<file path="src/rtl/rv32i_regfile_pkg.sv">
// Shared definitions for the RV32I architectural register file.
//   REG_COUNT  : number of architectural registers (x0..x31)
//   REG_ADDR_W : width of a register index
//   reg_addr_t : register index type used by the decoder and read ports
package rv32i_regfile_pkg;

    localparam int unsigned REG_COUNT  = 32;
    localparam int unsigned REG_ADDR_W = 5;

    typedef logic [REG_ADDR_W-1:0] reg_addr_t;

endpackage

</file>
<file path="src/rtl/decoder_5x32.sv">
// 5-to-32 one-hot decoder driving the register file write enables.
// Ports:
//   i_en     : decode enable; all outputs are 0 when low
//   i_addr   : register index to decode
//   o_onehot : one-hot enable vector, bit k set when i_en and i_addr == k
module decoder_5x32
    import rv32i_regfile_pkg::*;
(
    input  logic                 i_en,
    input  reg_addr_t            i_addr,
    output logic [REG_COUNT-1:0] o_onehot
);

    always_comb begin
        o_onehot         = '0;
        o_onehot[i_addr] = i_en;
    end

endmodule

</file>
<file path="src/rtl/regfile_wr_demux.sv">
// RV32I architectural register file: one synchronous write port, two
// combinational read ports with optional same-cycle write bypass.
// x0 has no storage and always reads 0.
// Ports:
//   i_clk      : clock, state updates on the rising edge
//   i_rst_n    : synchronous active-low reset, clears x1..x31
//   i_wr_en    : write request
//   i_rd_addr  : write destination index
//   i_rd_data  : write data
//   i_rs1_addr : read port 1 index
//   i_rs2_addr : read port 2 index
//   o_rs1_data : read port 1 data
//   o_rs2_data : read port 2 data
module regfile_wr_demux
    import rv32i_regfile_pkg::*;
#(
    parameter int unsigned WIDTH  = 32,
    parameter bit          BYPASS = 1'b1
) (
    input  logic             i_clk,
    input  logic             i_rst_n,
    input  logic             i_wr_en,
    input  reg_addr_t        i_rd_addr,
    input  logic [WIDTH-1:0] i_rd_data,
    input  reg_addr_t        i_rs1_addr,
    input  reg_addr_t        i_rs2_addr,
    output logic [WIDTH-1:0] o_rs1_data,
    output logic [WIDTH-1:0] o_rs2_data
);

    logic [REG_COUNT-1:0] dec_onehot;
    logic [REG_COUNT-1:0] wr_vec;
    logic [WIDTH-1:0]     regs   [1:REG_COUNT-1];
    logic [WIDTH-1:0]     mux_in [REG_COUNT];
    logic [WIDTH-1:0]     rs1_stored;
    logic [WIDTH-1:0]     rs2_stored;
    logic                 rs1_hit;
    logic                 rs2_hit;

    // Reset gates the decoder so a write in the reset cycle never lands.
    decoder_5x32 u_wr_dec (
        .i_en     (i_wr_en & i_rst_n),
        .i_addr   (i_rd_addr),
        .o_onehot (dec_onehot)
    );

    // x0 has no storage; its enable is dropped.
    assign wr_vec = {dec_onehot[REG_COUNT-1:1], 1'b0};

    always_ff @(posedge i_clk) begin
        for (int unsigned k = 1; k < REG_COUNT; k++) begin
            if (!i_rst_n) begin
                regs[k] <= '0;
            end else if (wr_vec[reg_addr_t'(k)]) begin
                regs[k] <= i_rd_data;
            end
        end
    end

    // 32:1 read select with x0 tied to zero.
    always_comb begin
        mux_in[0] = '0;
        for (int unsigned k = 1; k < REG_COUNT; k++) begin
            mux_in[k] = regs[k];
        end
    end

    assign rs1_stored = mux_in[i_rs1_addr];
    assign rs2_stored = mux_in[i_rs2_addr];

    // Bypass hit also requires a nonzero index so x0 writes never forward.
    assign rs1_hit = BYPASS && i_wr_en && (i_rd_addr == i_rs1_addr) && (i_rs1_addr != '0);
    assign rs2_hit = BYPASS && i_wr_en && (i_rd_addr == i_rs2_addr) && (i_rs2_addr != '0);

    always_comb begin
        o_rs1_data = '0;
        o_rs2_data = '0;
        if (i_rst_n) begin
            o_rs1_data = rs1_hit ? i_rd_data : rs1_stored;
            o_rs2_data = rs2_hit ? i_rd_data : rs2_stored;
        end
    end

endmodule

</file>
<file path="config.mk">
export PLATFORM = sky130hd
export DESIGN_NAME = regfile_wr_demux
export DESIGN_NICKNAME = d
export VERILOG_FILES = /design/src/rtl/rv32i_regfile_pkg.sv /design/src/rtl/decoder_5x32.sv /design/src/rtl/regfile_wr_demux.sv
export SDC_FILE = /design/constraint.sdc
export NUM_CORES = 2
export LEC_CHECK = 0
export CAP_MARGIN = 20
export CORE_ASPECT_RATIO = 0.9
export CORE_MARGIN = 3
export CORE_UTILIZATION = 30
export DETAILED_ROUTE_END_ITERATION = 6
export DONT_BUFFER_PORTS = 1
export PLACE_DENSITY_LB_ADDON = 0.2
export SETUP_SLACK_MARGIN = 0.1
export SYNTH_ARGS = -nofsm -noshare
export SYNTH_HDL_FRONTEND = slang
export SYNTH_HIERARCHICAL = 1
export SYNTH_SLANG_ARGS = --single-unit
export TNS_END_PERCENT = 20
</file>
<file path="constraint.sdc">
create_clock -name i_clk -period 5.6 [get_ports i_clk]
set_clock_uncertainty 0.05 [all_clocks]
set_input_delay 1.4 -clock i_clk [delete_from_list [all_inputs] [get_ports i_clk]]
set_output_delay 1.4 -clock i_clk [all_outputs]
set_load 0.03 [all_outputs]
</file>
### Word level (Yosys, flattened, before mapping)

Memory sizes are Yosys's and may differ from the RTL's.
Cells that the tools add are included.

| storage, ports and cells | value |
|---|---|
| bits in registers | 0 |
| RAM bits | 992 |
| memories kept | 1 |

Memory list:

| memory | words | width | read ports | clocked after Yosys merged registers in | write ports | line | source |
|---|---|---|---|---|---|---|---|
| regs | 31 | 32 | 31 | 0 | 31 | regfile_wr_demux.sv:33 | `logic [WIDTH-1:0] regs [1:REG_COUNT-1];` |

| cells by class | value |
|---|---|
| order comparisons | 4 |
| equality and inequality tests | 2 |
| mux-type cells | 137 |
| bitwise operators | 35 |
| reduce and logical (&&, ||, !) cells | 7 |

Operators with widths:

| kind | number |
|---|---|
| $mux W32 | 39 |
| $bmux W32 S5 | 2 |
| $mux W1 | 95 |
| $and A32 B32 Y32 | 1 |
| $or A1 B1 Y1 | 31 |
| $ge A6 B6 Y1 const B | 2 |
| $not A5 Y6 | 2 |
| $eq A5 B5 Y1 | 2 |
| $reduce_bool A5 Y1 | 2 |
| $lt A5 B6 Y1 const B | 1 |
| $demux W1 S5 | 1 |
| $ge A5 B1 Y1 const B | 1 |
| $logic_and A1 B1 Y1 | 5 |
| $and A1 B1 Y1 | 1 |

### Logic depth before layout (Yosys ltp)

| logic depth | value |
|---|---|
| word-level depth | 9 |
| mapped depth | 9 |
| gate-level depth less buffers | 5 |

### By module

The synthesis kept the hierarchy.

Modules (own cells, without submodules):

| module | times used | cells an instance | area each (um^2) | seq. area each (um^2) |
|---|---|---|---|---|
| regfile_wr_demux | 1 | 4213 | 54817.6 | 29788.6 |
| decoder_5x32 | 1 | 47 | 230.2 | 0.0 |

### Worst setup path before layout

No wires, ideal clock.

| timing | value |
|---|---|
| path type | input to output |
| from | input i_rs2_addr[2] |
| to | output o_rs2_data[19] |
| arrival time | 3.222 ns |
| data required time | 4.150 ns |
| path slack | 0.928 ns |
| stages on the path | 8 |
| path buffers | 3 |
| cells stage by stage | buf_4 -> or2_2 -> clkbuf_8 -> buf_2 -> o221ai_1 -> a21oi_1 -> or3_1 -> a31oi_1 |

| between the ends | value |
|---|---|
| longest elaborated chain between the ends | 6 |
| elaborated cells between the ends (all ways) | 10 |
| classes of those cells | eq/ne: 1; mux: 5; bitwise: 1; reduce/logical: 3 |

Ends and longest elaborated chain:

| item | line | source |
|---|---|---|
| from (decl) | regfile_wr_demux.sv:26 | `input reg_addr_t i_rs2_addr,` |
| $not A5 Y6 (implied by the code) | regfile_wr_demux.sv:69 | `assign rs2_stored = mux_in[i_rs2_addr];` |
| $bmux W32 S5 | regfile_wr_demux.sv:69 |  |
| $mux W32 (implied by the code) (2 in series) | regfile_wr_demux.sv:69 |  |
| $mux W32 (*) | regfile_wr_demux.sv:80 | `o_rs2_data = rs2_hit ? i_rd_data : rs2_stored;` |
| $mux W32 (*) | regfile_wr_demux.sv:78 | `if (i_rst_n) begin` |
| to (decl) | regfile_wr_demux.sv:28 | `output logic [WIDTH-1:0] o_rs2_data` |

Every way passes the cells marked *; elsewhere a longest branch is shown, timed or not. The select of a mux whose other input is x is not followed.

### Worst setup path in the final report

| timing | value |
|---|---|
| from | input i_rst_n |
| to | output o_rs1_data[0] |

| between the ends | value |
|---|---|
| longest elaborated chain between the ends | 1 |

Ends and longest elaborated chain:

| item | line | source |
|---|---|---|
| from (decl) | regfile_wr_demux.sv:21 | `input logic i_rst_n,` |
| $mux W32 | regfile_wr_demux.sv:78 |  |
| to (decl) | regfile_wr_demux.sv:27 | `output logic [WIDTH-1:0] o_rs1_data,` |

Every way passes these cells.

==> results.sh <==
export IMPL_port_buffers=0
export IMPL_drc=0
export IMPL_min_period_over_period_pct=124.7
export IMPL_wl_met1_mm=95.17
export IMPL_hpwl_mm=115.5
export IMPL_place_area_um2=57540
export IMPL_arrival_ns=5.53
export IMPL_peakVddDrop_mv=0.1855
export IMPL_min_period_ns=6.982
export IMPL_syn_cell_area_um2=55040
export IMPL_drv_slew=831
export IMPL_num_vias=39450
export IMPL_grtUsageTotal_pct=23.33
export IMPL_grt_max_degree=1089
export IMPL_core_um2=181700
export IMPL_largest_reg_flops=992
export IMPL_vias_per_cell=6.059
export IMPL_num_rows=148
export IMPL_drtPass1Iterations=6
export IMPL_area_growth_pct=11.28
export IMPL_drt_iter0_markers=5167
export IMPL_grt_overflow=0
export IMPL_hold_viol=0
export IMPL_cts_hold_fix_buffers=0
export IMPL_maxUsedRoutingLayer="met5"
export IMPL_relSlewSlack_pct=-186.2
export IMPL_setup_violations=44
export IMPL_synth_area_per_cell_um2=12.92
export IMPL_worstHoldEndpoint="regs[0][312]"
export IMPL_fin_nets=4064
export IMPL_root_buffer="clkbuf_16"
export IMPL_endpoint_kind="output pin"
export IMPL_holdPathStages=1
export IMPL_wl_per_cell_um=35.15
export IMPL_crit_type="in2out"
export IMPL_clock_sinks=992
export IMPL_reg_top3="regs (992)"
export IMPL_synth_fp_nets=4309
export IMPL_syn_inst=4259
export IMPL_io_pins=114
export IMPL_antenna_found_initial=15
export IMPL_h_tree_depth=3
export IMPL_grt_pass1_wl_mm=312.9
export IMPL_required_ns=4.15
export IMPL_numCtsBuffers=111
export IMPL_dieArea_um2=188700
export IMPL_cp_start_kind="input port"
export IMPL_finalInstanceArea_um2=61250
export IMPL_met3_length_mm=19.51
export IMPL_hold_path_class="in2reg"
export IMPL_initial_core_util_pct=30.30
export IMPL_multiInputGateArea_um2=23010
export IMPL_drive_gt1_share_pct=17.99
export IMPL_timing_fmax_mhz=143.2
export IMPL_power_density_nw_per_um2=292.6
export IMPL_tns_ns=-23.81
export IMPL_die_w_um=457.5
export IMPL_layout_common_cells="and3_1, edfxtp_1, mux2i_1, mux4_2, buf_4"
export IMPL_hold_path_startpoint="i_rd_data[24]"
export IMPL_yosys_warnings=6
export IMPL_ant_nets=0
export IMPL_max_cap_viol_count=0
export IMPL_wl_mm=228.8
export IMPL_rsz0062_at_grt="false"
export IMPL_wl_met2_mm=106.8
export IMPL_grt_pass1_vias=38210
export IMPL_cts_tree="done"
export IMPL_place_gp_congestion=0.7831
export IMPL_violations="slew limit, setup timing"
export IMPL_setup_ws_ns=-1.382
export IMPL_cts_path_max_buffers=3
export IMPL_fillers=17480
export IMPL_die_h_um=412.4
export IMPL_place_ws_ns=0.06357
export IMPL_regMostFlops="regs"
export IMPL_worst_pin_slew_ns=4.293
export IMPL_path_clk_slew_ns=0.06
export IMPL_outcome="finished, violations left"
export IMPL_crit_fanout=1088
export IMPL_utilization_pct=33.72
export IMPL_ff_latch_area_um2=29790
export IMPL_cellLeakagePower_nw=24.29
## layout make-up
class | count | share of cell area, %
clock buffers | 140 | 4.747
inverters | 3 | 0.02247
repair buffers | 197 | 3.256
flip-flops and latches | 992 | 48.63
well taps | 2400 | 4.902
clock inverters | 61 | 0.8436
diodes | 8 | 0.03268
multi-input cells | 2709 | 37.56
## per-layer routing
layer | global-route usage [%] | vias to the layer above
met5 | 0 | -
li1 | - | 16330
met2 | 37.75 | 2047
met4 | 7.206 | 4
met3 | 4.109 | 384
met1 | 31.86 | 20680
## worst max path at each step
stage	from	endpoint	depth (start not counted)
2_1_floorplan	i_rs2_addr[2]	o_rs2_data[19]	8
3_3_place_gp	i_rs1_addr[0]	o_rs1_data[0]	7
3_5_place_dp	i_rs1_addr[0]	o_rs1_data[0]	7
4_1_cts	i_rs2_addr[0]	o_rs2_data[25]	8
5_1_grt	i_rs2_addr[0]	o_rs2_data[25]	9
6_report	i_rst_n	o_rs1_data[0]	3
## worst max-delay path, stage by stage
cell	delay, ns
o21ai_0	1.50
a31oi_2	0.27
buf_4	0.28
## report_power, final
group	switching, W	leakage (nW)	internal, W
registers	0.000196	9.43	0.00856
clock network	0.00322	1.67	0.00398
logic	0.00112	13.2	0.000837
## what timing repair did
item	in CTS	in global routing
setup endpoints to repair	1	53
cloned	0	5
pin swaps	0	1
setup buffers	0	6
gates resized for setup	1	3
## metrics by stage
| step | instances | hold slack (ns) | power [W] |
|---|---|---|---|
| after floorplan | 4259 | 1.580 | 0.01033 |
| after global placement | 6288 | 1.583 | 0.01074 |
| after detailed placement | 6288 | 1.585 | 0.01075 |
| after CTS | 6489 | 0.7824 | 0.01789 |
| after global routing | 6502 | 0.8041 | 0.01840 |
| final | 6510 | 0.8360 | 0.01792 |
Note: power is estimated with default switching activity, not from simulation.
